==> config.mk <==
export PLATFORM = sky130hd
export DESIGN_NAME = instr_sequencer
export DESIGN_NICKNAME = d
export VERILOG_FILES = /design/src/rtl/instr_sequencer.sv
export SDC_FILE = /design/constraint.sdc
export NUM_CORES = 1
export LEC_CHECK = 0
export BUFFER_PORTS_ARGS = -buffer_cell sky130_fd_sc_hd__buf_4
export CORE_ASPECT_RATIO = 0.8
export CORE_MARGIN = 10
export CORE_UTILIZATION = 55
export DETAILED_ROUTE_END_ITERATION = 10
export GPL_ROUTABILITY_DRIVEN = 0
export PLACE_DENSITY = 0.83
export SLEW_MARGIN = 20
export SYNTH_ARGS = -nofsm -noshare
export SYNTH_HDL_FRONTEND = slang
export SYNTH_SLANG_ARGS = --single-unit
==> constraint.sdc <==
create_clock -name clk -period 3.3 [get_ports clk]
set_clock_uncertainty 0.05 [all_clocks]
set_input_delay 0.33 -clock clk [delete_from_list [all_inputs] [get_ports clk]]
set_output_delay 0.33 -clock clk [all_outputs]
set_load 0.05 [all_outputs]
==> src/rtl/instr_sequencer.sv <==
`default_nettype none
// ============================================================================
// Module   : instr_sequencer
// Brief    : Holds a small program of instruction words loaded through a
//            write port and presents them to the core one at a time, then
//            parks on the EOF (all-zero) instruction and reports halt.
//            Build option INSTR_SEQ_HANDSHAKE_EN: advance on instr_ready
//            instead of a fixed HOLD_CYCLES dwell time.
// Revision : 1.0 - initial release
// ============================================================================
module instr_sequencer #(
    parameter int WIDTH       = 16,
    parameter int DEPTH       = 16,
    parameter int HOLD_CYCLES = 8
) (
    input  logic                     clk,
    input  logic                     rst,
    input  logic                     clear,
    input  logic                     wr_en,
    input  logic [WIDTH-1:0]         wr_data,
    output logic                     wr_full,
    input  logic                     start,
    input  logic                     instr_ready,
    output logic [WIDTH-1:0]         instruction,
    output logic                     instr_valid,
    output logic                     busy,
    output logic                     halted,
    output logic [$clog2(DEPTH)-1:0] pc,
    output logic [$clog2(DEPTH):0]   count
);

    localparam int c_PC_W    = $clog2(DEPTH);
    localparam int c_CNT_W   = c_PC_W + 1;
    localparam int c_DWELL_W = (HOLD_CYCLES > 1) ? $clog2(HOLD_CYCLES) : 1;

    localparam logic [c_CNT_W-1:0]   c_DEPTH_CNT  = c_CNT_W'(DEPTH);
    localparam logic [c_DWELL_W-1:0] c_DWELL_LOAD = c_DWELL_W'(HOLD_CYCLES - 1);

    typedef enum logic [1:0] {
        S_IDLE  = 2'd0,
        S_ISSUE = 2'd1,
        S_HALT  = 2'd2
    } state_t;

    state_t               r_state;
    logic [WIDTH-1:0]     r_mem [DEPTH];
    logic [WIDTH-1:0]     r_instr;
    logic                 r_valid;
    logic                 r_busy;
    logic                 r_halted;
    logic                 r_wr_full;
    logic [c_PC_W-1:0]    r_pc;
    logic [c_CNT_W-1:0]   r_count;
    logic [c_DWELL_W-1:0] r_dwell;

    logic                 w_wr_accept;
    logic                 w_empty_run;
    logic                 w_last;
    logic                 w_advance;
    logic [WIDTH-1:0]     w_first_word;
    logic [WIDTH-1:0]     w_next_word;
    logic [c_PC_W-1:0]    w_pc_next;

    // Writes land only in IDLE, only while space remains, and lose to clear.
    assign w_wr_accept  = (r_state == S_IDLE) && !clear && wr_en && (r_count < c_DEPTH_CNT);

    // A write in the same cycle as start joins the run; with an empty
    // program that write is the first word, so bypass the memory.
    assign w_empty_run  = (r_count == '0) && !w_wr_accept;
    assign w_first_word = (r_count == '0) ? wr_data : r_mem[0];

    assign w_pc_next    = r_pc + c_PC_W'(1);
    assign w_last       = ({1'b0, r_pc} + c_CNT_W'(1)) == r_count;
    assign w_next_word  = r_mem[w_pc_next];

`ifdef INSTR_SEQ_HANDSHAKE_EN
    assign w_advance = r_valid && instr_ready;
    logic w_unused_dwell;
    assign w_unused_dwell = &{1'b0, r_dwell};
`else
    assign w_advance = (r_dwell == '0);
    logic w_unused_ready;
    assign w_unused_ready = instr_ready;
`endif

    // Program storage: plain registers, no reset; count defines valid content.
    always_ff @(posedge clk) begin
        if (w_wr_accept) begin
            r_mem[r_count[c_PC_W-1:0]] <= wr_data;
        end
    end

    // Sequencer control: state, presented word, program counter and flags.
    always_ff @(posedge clk or negedge rst) begin
        if (!rst) begin
            r_state   <= S_IDLE;
            r_instr   <= '0;
            r_valid   <= 1'b0;
            r_busy    <= 1'b0;
            r_halted  <= 1'b0;
            r_wr_full <= 1'b0;
            r_pc      <= '0;
            r_count   <= '0;
            r_dwell   <= '0;
        end else if (clear) begin
            r_state   <= S_IDLE;
            r_instr   <= '0;
            r_valid   <= 1'b0;
            r_busy    <= 1'b0;
            r_halted  <= 1'b0;
            r_wr_full <= 1'b0;
            r_pc      <= '0;
            r_count   <= '0;
            r_dwell   <= '0;
        end else begin
            case (r_state)
                S_IDLE: begin
                    if (w_wr_accept) begin
                        r_count   <= r_count + c_CNT_W'(1);
                        r_wr_full <= (r_count + c_CNT_W'(1)) == c_DEPTH_CNT;
                    end
                    if (start) begin
                        r_pc <= '0;
                        if (w_empty_run || (w_first_word == '0)) begin
                            // Nothing to present: park on EOF straight away.
                            r_state  <= S_HALT;
                            r_instr  <= '0;
                            r_valid  <= 1'b0;
                            r_busy   <= 1'b0;
                            r_halted <= 1'b1;
                        end else begin
                            r_state <= S_ISSUE;
                            r_instr <= w_first_word;
                            r_valid <= 1'b1;
                            r_busy  <= 1'b1;
                            r_dwell <= c_DWELL_LOAD;
                        end
                    end
                end
                S_ISSUE: begin
                    if (w_advance) begin
                        if (w_last || (w_next_word == '0)) begin
                            // End of program or embedded EOF: never show it.
                            r_state  <= S_HALT;
                            r_instr  <= '0;
                            r_valid  <= 1'b0;
                            r_busy   <= 1'b0;
                            r_halted <= 1'b1;
                        end else begin
                            r_pc    <= w_pc_next;
                            r_instr <= w_next_word;
                            r_dwell <= c_DWELL_LOAD;
                        end
                    end else begin
                        r_dwell <= r_dwell - c_DWELL_W'(1);
                    end
                end
                S_HALT: begin
                    r_state <= S_HALT;
                end
                default: begin
                    r_state <= S_IDLE;
                end
            endcase
        end
    end

    assign instruction = r_instr;
    assign instr_valid = r_valid;
    assign busy        = r_busy;
    assign halted      = r_halted;
    assign wr_full     = r_wr_full;
    assign pc          = r_pc;
    assign count       = r_count;

endmodule
`default_nettype wire

== After elaboration in Yosys (flattened, before gate mapping) ==
Memory sizes are Yosys's and may differ from the RTL's.
Index checks and enable logic that the tools add are counted.

* Flip-flop bits (word level): 33
* Memory bits (writable): 256
* Output and inout port bits: 29
* Word-level logic and storage cells: 92
* Memories: 1
* Input bits: 22

{| class="wikitable"
|+ Memory list
! name !! depth !! width !! rd ports !! clocked after Yosys merged registers in !! wr ports !! line !! RTL
|-
| r_mem || 16 || 16 || 2 || 0 || 1 || 46 || <nowiki>logic [WIDTH-1:0] r_mem [DEPTH];</nowiki>
|}

* Multiplexer cells: 44
* $lt $le $gt $ge: 1
* Reduce and logical (&&, ||, !) cells: 23
* $add $sub $neg: 4
* Equality and inequality tests: 11

{| class="wikitable"
|+ Operator list
! cell !! count
|-
| two-way mux 16 bit || 6
|-
| zero test 16 bit || 2
|-
| case mux 16 bit (2 select lines) || 1
|-
| two-way mux 4 bit || 4
|-
| two-way mux 1 bit || 15
|-
| two-way mux 3 bit || 5
|-
| two-way mux 5 bit || 3
|-
| inequality test 3 bit (second input constant) || 5
|-
| AND reduction 4 bit || 3
|-
| two-way mux 2 bit || 5
|-
| case mux 4 bit (2 select lines) || 1
|-
| case mux 2 bit (3 select lines) || 1
|-
| case mux 3 bit (2 select lines) || 1
|-
| AND reduction 3 bit || 2
|-
| adder 4 x 1 -> 5 bit (second input constant) || 1
|-
| adder 5 x 1 -> 5 bit (second input constant) || 1
|-
| equality test 5 bit || 1
|-
| equality test 5 bit (second input constant) || 1
|-
| zero test 5 bit || 1
|-
| < comparator 5 bit (second input constant) || 1
|-
| AND reduction 5 bit || 1
|-
| adder 4 x 1 -> 4 bit (second input constant) || 1
|-
| logical AND 1 bit || 4
|-
| inequality test 4 bit (second input constant) || 1
|-
| other kinds (12) || 16
|}

== Depth between registers and ports, before layout ==
* Depth in word-level cells: 11
* Mapped depth: 13
* Gate-level depth less buffers: 10

== Worst setup path before layout ==
OpenSTA, ideal clock, no wires.

* Kind: reg-to-reg
* Start point: register r_count[0] (netlist: count[0])
* End point: memory r_mem[0][0] (enable)
* Cell stages (with the launch flop): 7
* Library setup time: 0.409 ns
* Data required time: 2.841 ns
* Setup slack: -0.371 ns
* Clock period less this slack: 3.671 ns
* Buffers on the path: 2
* Arrival: 3.212 ns
* Path through: dfrtp_1 > inv_1 > ha_1 > or4b_2 > clkbuf_1 > clkbuf_1 > nor3_1

* Word-level cells in the longest chain between the ends: 4

{| class="wikitable"
|+ Ends and longest elaborated chain
! element !! line !! RTL
|-
| from (decl) || 53 || <nowiki>logic [c_CNT_W-1:0] r_count;</nowiki>
|-
| from (signal assigned) || 119 || <nowiki>r_count <= r_count + c_CNT_W'(1);</nowiki>
|-
| < comparator 5 bit || 65 || <nowiki>assign w_wr_accept = (r_state == S_IDLE) && !clear && wr_en && (r_count < c_DEPTH_CNT);</nowiki>
|-
| logical AND 1 bit || 65 ||
|-
| two-way mux 1 bit || 88 || <nowiki>if (w_wr_accept) begin</nowiki>
|-
| two-way mux 1 bit (not written as such) || 89 || <nowiki>r_mem[r_count[c_PC_W-1:0]] <= wr_data;</nowiki>
|-
| to (decl) || 46 ||
|}

Parallel ways exist; a longest one is shown, timed or not.

== Worst setup path after layout ==
* Start point: register r_pc[0] (netlist: pc[0])
* End point: register r_instr[13] (netlist: instruction[13])

* Word-level cells in the longest chain between the ends: 8
* Elaborated cells on any way between the ends: 10
* Classes of those cells: 2 x add/sub; 1 x eq/ne; 4 x mux; 2 x reduce/logical; 1 x memory

{| class="wikitable"
|+ Ends and longest elaborated chain
! element !! line !! RTL
|-
| from (decl) || 52 || <nowiki>logic [c_PC_W-1:0] r_pc;</nowiki>
|-
| from (signal assigned) || 150 || <nowiki>r_pc <= w_pc_next;</nowiki>
|-
| adder 4 x 1 -> 4 bit || 72 || <nowiki>assign w_pc_next = r_pc + c_PC_W'(1);</nowiki>
|-
| memory (16 x 16 bit) || - ||
|-
| zero test 16 bit || 142 || <nowiki>if (w_last || (w_next_word == '0)) begin</nowiki>
|-
| logical OR 1 bit || 142 ||
|-
| two-way mux 16 bit * || 142 ||
|-
| two-way mux 16 bit * || 141 || <nowiki>if (w_advance) begin</nowiki>
|-
| case mux 16 bit (2 select lines) * || 116 || <nowiki>case (r_state)</nowiki>
|-
| two-way mux 16 bit * || 105 || <nowiki>end else if (clear) begin</nowiki>
|-
| to (signal assigned) || 133 || <nowiki>r_instr <= w_first_word;</nowiki>
|-
| to (signal assigned) || 151 || <nowiki>r_instr <= w_next_word;</nowiki>
|-
| to (decl) || 47 || <nowiki>logic [WIDTH-1:0] r_instr;</nowiki>
|}

Every way passes the cells marked *; elsewhere a longest branch is shown, timed or not. The select of a mux whose other input is x is not followed.
A chain may end at the register's enable or synchronous reset.

==> flow_summary.yaml <==
run_status:
  outcome: "finished, violations left"
  violations: "setup timing"
timing:
  fin_ws_ns: -0.152
  fmax_mhz: 290
  drv_slew: 0
  rsz0062_at_grt: "true"
  slew_headroom: 0.442
  report.final.setup_viol: 23
  period_needed_ns: 3.45
  hold_viol_final: 0
  fin_tns_setup_ns: -2.39
  worst_pin_slew_ns: 0.833
  fin_hold_ws_ns: 0.0555
  min_period_over_period: 1.05
global_routing:
  grt_overflow_total: 0
  grt_use_met3: 0.0558
  grtUsageMet2: 0.319
  grt_first_pass_wirelength_mm: 46.0
  top_usage_layer: "met2"
  grt_use_met1: 0.270
  grt_pass1_vias: 7501
  grt_use_total: 0.206
  grt_max_degree: 34
  grt_antenna_before_repair: 0
pwr:
  powerDensity_nw_per_um2: 633
  vdd_drop_max_v: 0.000441
  leakage_nw: 5.11
cts:
  cts_tree: "built"
  clock_sinks: 289
  root_buffer: "clkbuf_16"
  cts_buffer_depth: 3
  htree_levels: 1
  clk_latency_ns: 0.55
  cts_made_buffers: 28
  clkTransAtPathRegs_ns: 0.06
synthesis:
  ys_ff_latch: 289
  synth_area_per_cell_um2: 17.6
  synth.largest_area_cell: "edfxtp_1"
  synth_top_area_frac: 0.624
  ys_async_sr_fraction: 0.114
  yosysSeqAreaShare: 0.691
  netlist_instances: 699
  synth_fa_ha_area_frac: 0.0112
  synth-edff-count: 256
  synth-xor-area-share: 0.00853
  synth-simple-area-share: 0.0650
  syn-cell-area_um2: 12300
  yosys.cell_types.count: 59
  muxShareOfSynthArea: 0.155
  synth_top_flop_cell: "edfxtp_1"
  yosys-top-cells-area: "edfxtp_1 (62%), mux4_2 (9.1%), dfrtp_1 (6.7%), mux2i_1 (4.2%), nand2_1 (2.1%)"
  yosysMostFrequentCell: "edfxtp_1"
  synth_warnings: 0
  synth_compound_area_frac: 0.0440
  ys_top_cells_by_count: "edfxtp_1 (256), nand2_1 (70), mux2i_1 (52)"
  synth_top_family_by_area: "multiplexers"
  syn_nets: 732
floorplanning:
  die_h_um: 154
  core_um2: 21800
  start_util: 0.565
  rows: 48
  chipWidth_um: 187
  die-area_um2: 28800
  ioPinCount: 51
layout:
  diodes: 0
  syn_to_final_growth_pct: 19.4
  num-nets-final: 863
  drive_above_1_share: 0.327
setup_path:
  crit_fanout: 12
  cp.required_ns: 3.67
  r2r-end: "instruction[13]$_DFFE_PN0P_"
  r2r-start: "pc[0]$_DFFE_PN0P_"
  endpoint_kind: "register"
  r2r_cells: 12
  cp_data_arrival_time_ns: 3.82
  start_kind: "register"
  startpoint: "pc[0]$_DFFE_PN0P_"
  r2r_slack_ns: -0.15
  critical_path_class: "reg2reg"
drt:
  drt_iter0_markers: 1118
  detail-route-antenna-nets: 0
  vias: 7490
  viasPerCell: 6.51
  post_drt_wl_per_cell_um: 27.0
  drt-total-wl_mm: 31.1
  drc_errors: 0
  dr.pass1.iters: 7
run:
  cap_violations: 0
placement:
  port_buffers: 49
  place_ws_ns: -0.143
  hpwl_mm: 18.0
worst_hold_path:
  hold_depth: 2
  hold_path.startpoint: "clear"
  hp-class: "in2reg"
  whs_endpoint: "count[1]$_DFFE_PN0P_"
==> routing by layer <==
| layer | wire, um | vias up |
|---|---|---|
| li1 | - | 3062 |
| met1 | 11500 | 3771 |
| met3 | 3650 | 102 |
| met2 | 14600 | 555 |
| met5 | 0 | - |
| met4 | 1380 | 0 |
==> where the power goes <==
part	switching [W]	internal, W	leakage [nW]
clock	0.00129	0.00156	0.398
sequential	0.000118	0.00414	2.75
combinational	0.00132	0.000889	1.97
==> layout by cell type, fill, tap and decap left out, types with 4 or more instances in the layout <==
master / n
a221o_1: 16
nand2_1: 68
inv_1: 9
and3_1: 4
mux2i_2: 7
nand4_1: 5
mux2i_1: 40
edfxtp_1: 256
mux2i_4: 5
buf_12: 8
mux4_2: 56
buf_4: 115
nor3_1: 7
ha_1: 10
buf_6: 4
clkbuf_1: 9
dfrtp_1: 29
clkinv_2: 7
and2_1: 12
nor4_1: 6
a21oi_1: 19
xnor2_1: 4
clkbuf_16: 30
clkinv_1: 5
o21ai_0: 11
nor2_1: 22
==> logic make-up after synthesis <==
group,count (synthesis)
buf+inv,45
xor+xnor,9
compound gates,74
fa+ha+maj,11
flops,289
simple gates,156
mux,115
==> metrics by stage <==
step                      total power (W)  cells   util  cell area [um2]
after floorplan                   0.00561    699      -            12400
after global placement            0.00617   1069  0.612            13300
after detailed placement          0.00625   1069  0.612            13300
after CTS                         0.00917   1139  0.664            14500
after global routing              0.00961   1150  0.675            14700
final                             0.00932   1150  0.675            14700
==> sequential cells by signal (all words and copies together) (netlist names) <==
| register | count |
|---|---|
| r_mem | 256 |
| count | 5 |
| halted | 1 |
| wr_full | 1 |
| r_state | 2 |
| r_dwell | 3 |
| instruction | 16 |
| busy | 1 |
| pc | 4 |
==> critical path, cell delays in order (launching register included) <==
cell and delay, ns:
dfrtp_4 0.51, ha_4 0.38, buf_12 0.13, mux4_2 0.52, nor4_2 0.28, mux2_4 0.22, o2111ai_4 0.12, nor4_4 0.25
buf_4 0.19, o21a_4 0.15, nor3_4 0.05, buf_12 0.17, a221o_1 0.31
==> cell type report <==
class | instances | area (um2)
Tap cell | 300 | 375
Multi-Input combinational cell | 365 | 3680
Clock inverter | 13 | 70.1
Inverter | 9 | 33.8
Sequential cell | 289 | 8520
Clock buffer | 37 | 734
Timing Repair Buffer | 137 | 1290
Fill cell | 1333 | 7090
==> worst max path at each step <==
| stage | end | depth (start not counted) |
|---|---|---|
| after CTS | instruction[0]$_DFFE_PN0P_ | 13 |
| after floorplan | instruction[0]$_DFFE_PN0P_ | 12 |
| after global placement | instruction[7]$_DFFE_PN0P_ | 10 |
| after detailed placement | r_dwell[0]$_DFFE_PN0P_ | 12 |
| final | instruction[13]$_DFFE_PN0P_ | 12 |
| after global routing | instruction[13]$_DFFE_PN0P_ | 12 |
==> what timing repair did <==
action                     CTS  global route
setup buffers               16            10
gates resized for setup     31            26
hold buffers                 1             0
gates cloned                 3             2
setup endpoints to repair   26            27
hold endpoints to repair    33             0
pin swaps                    8            10
No activity file was read; power rests on OpenSTA's default activity.
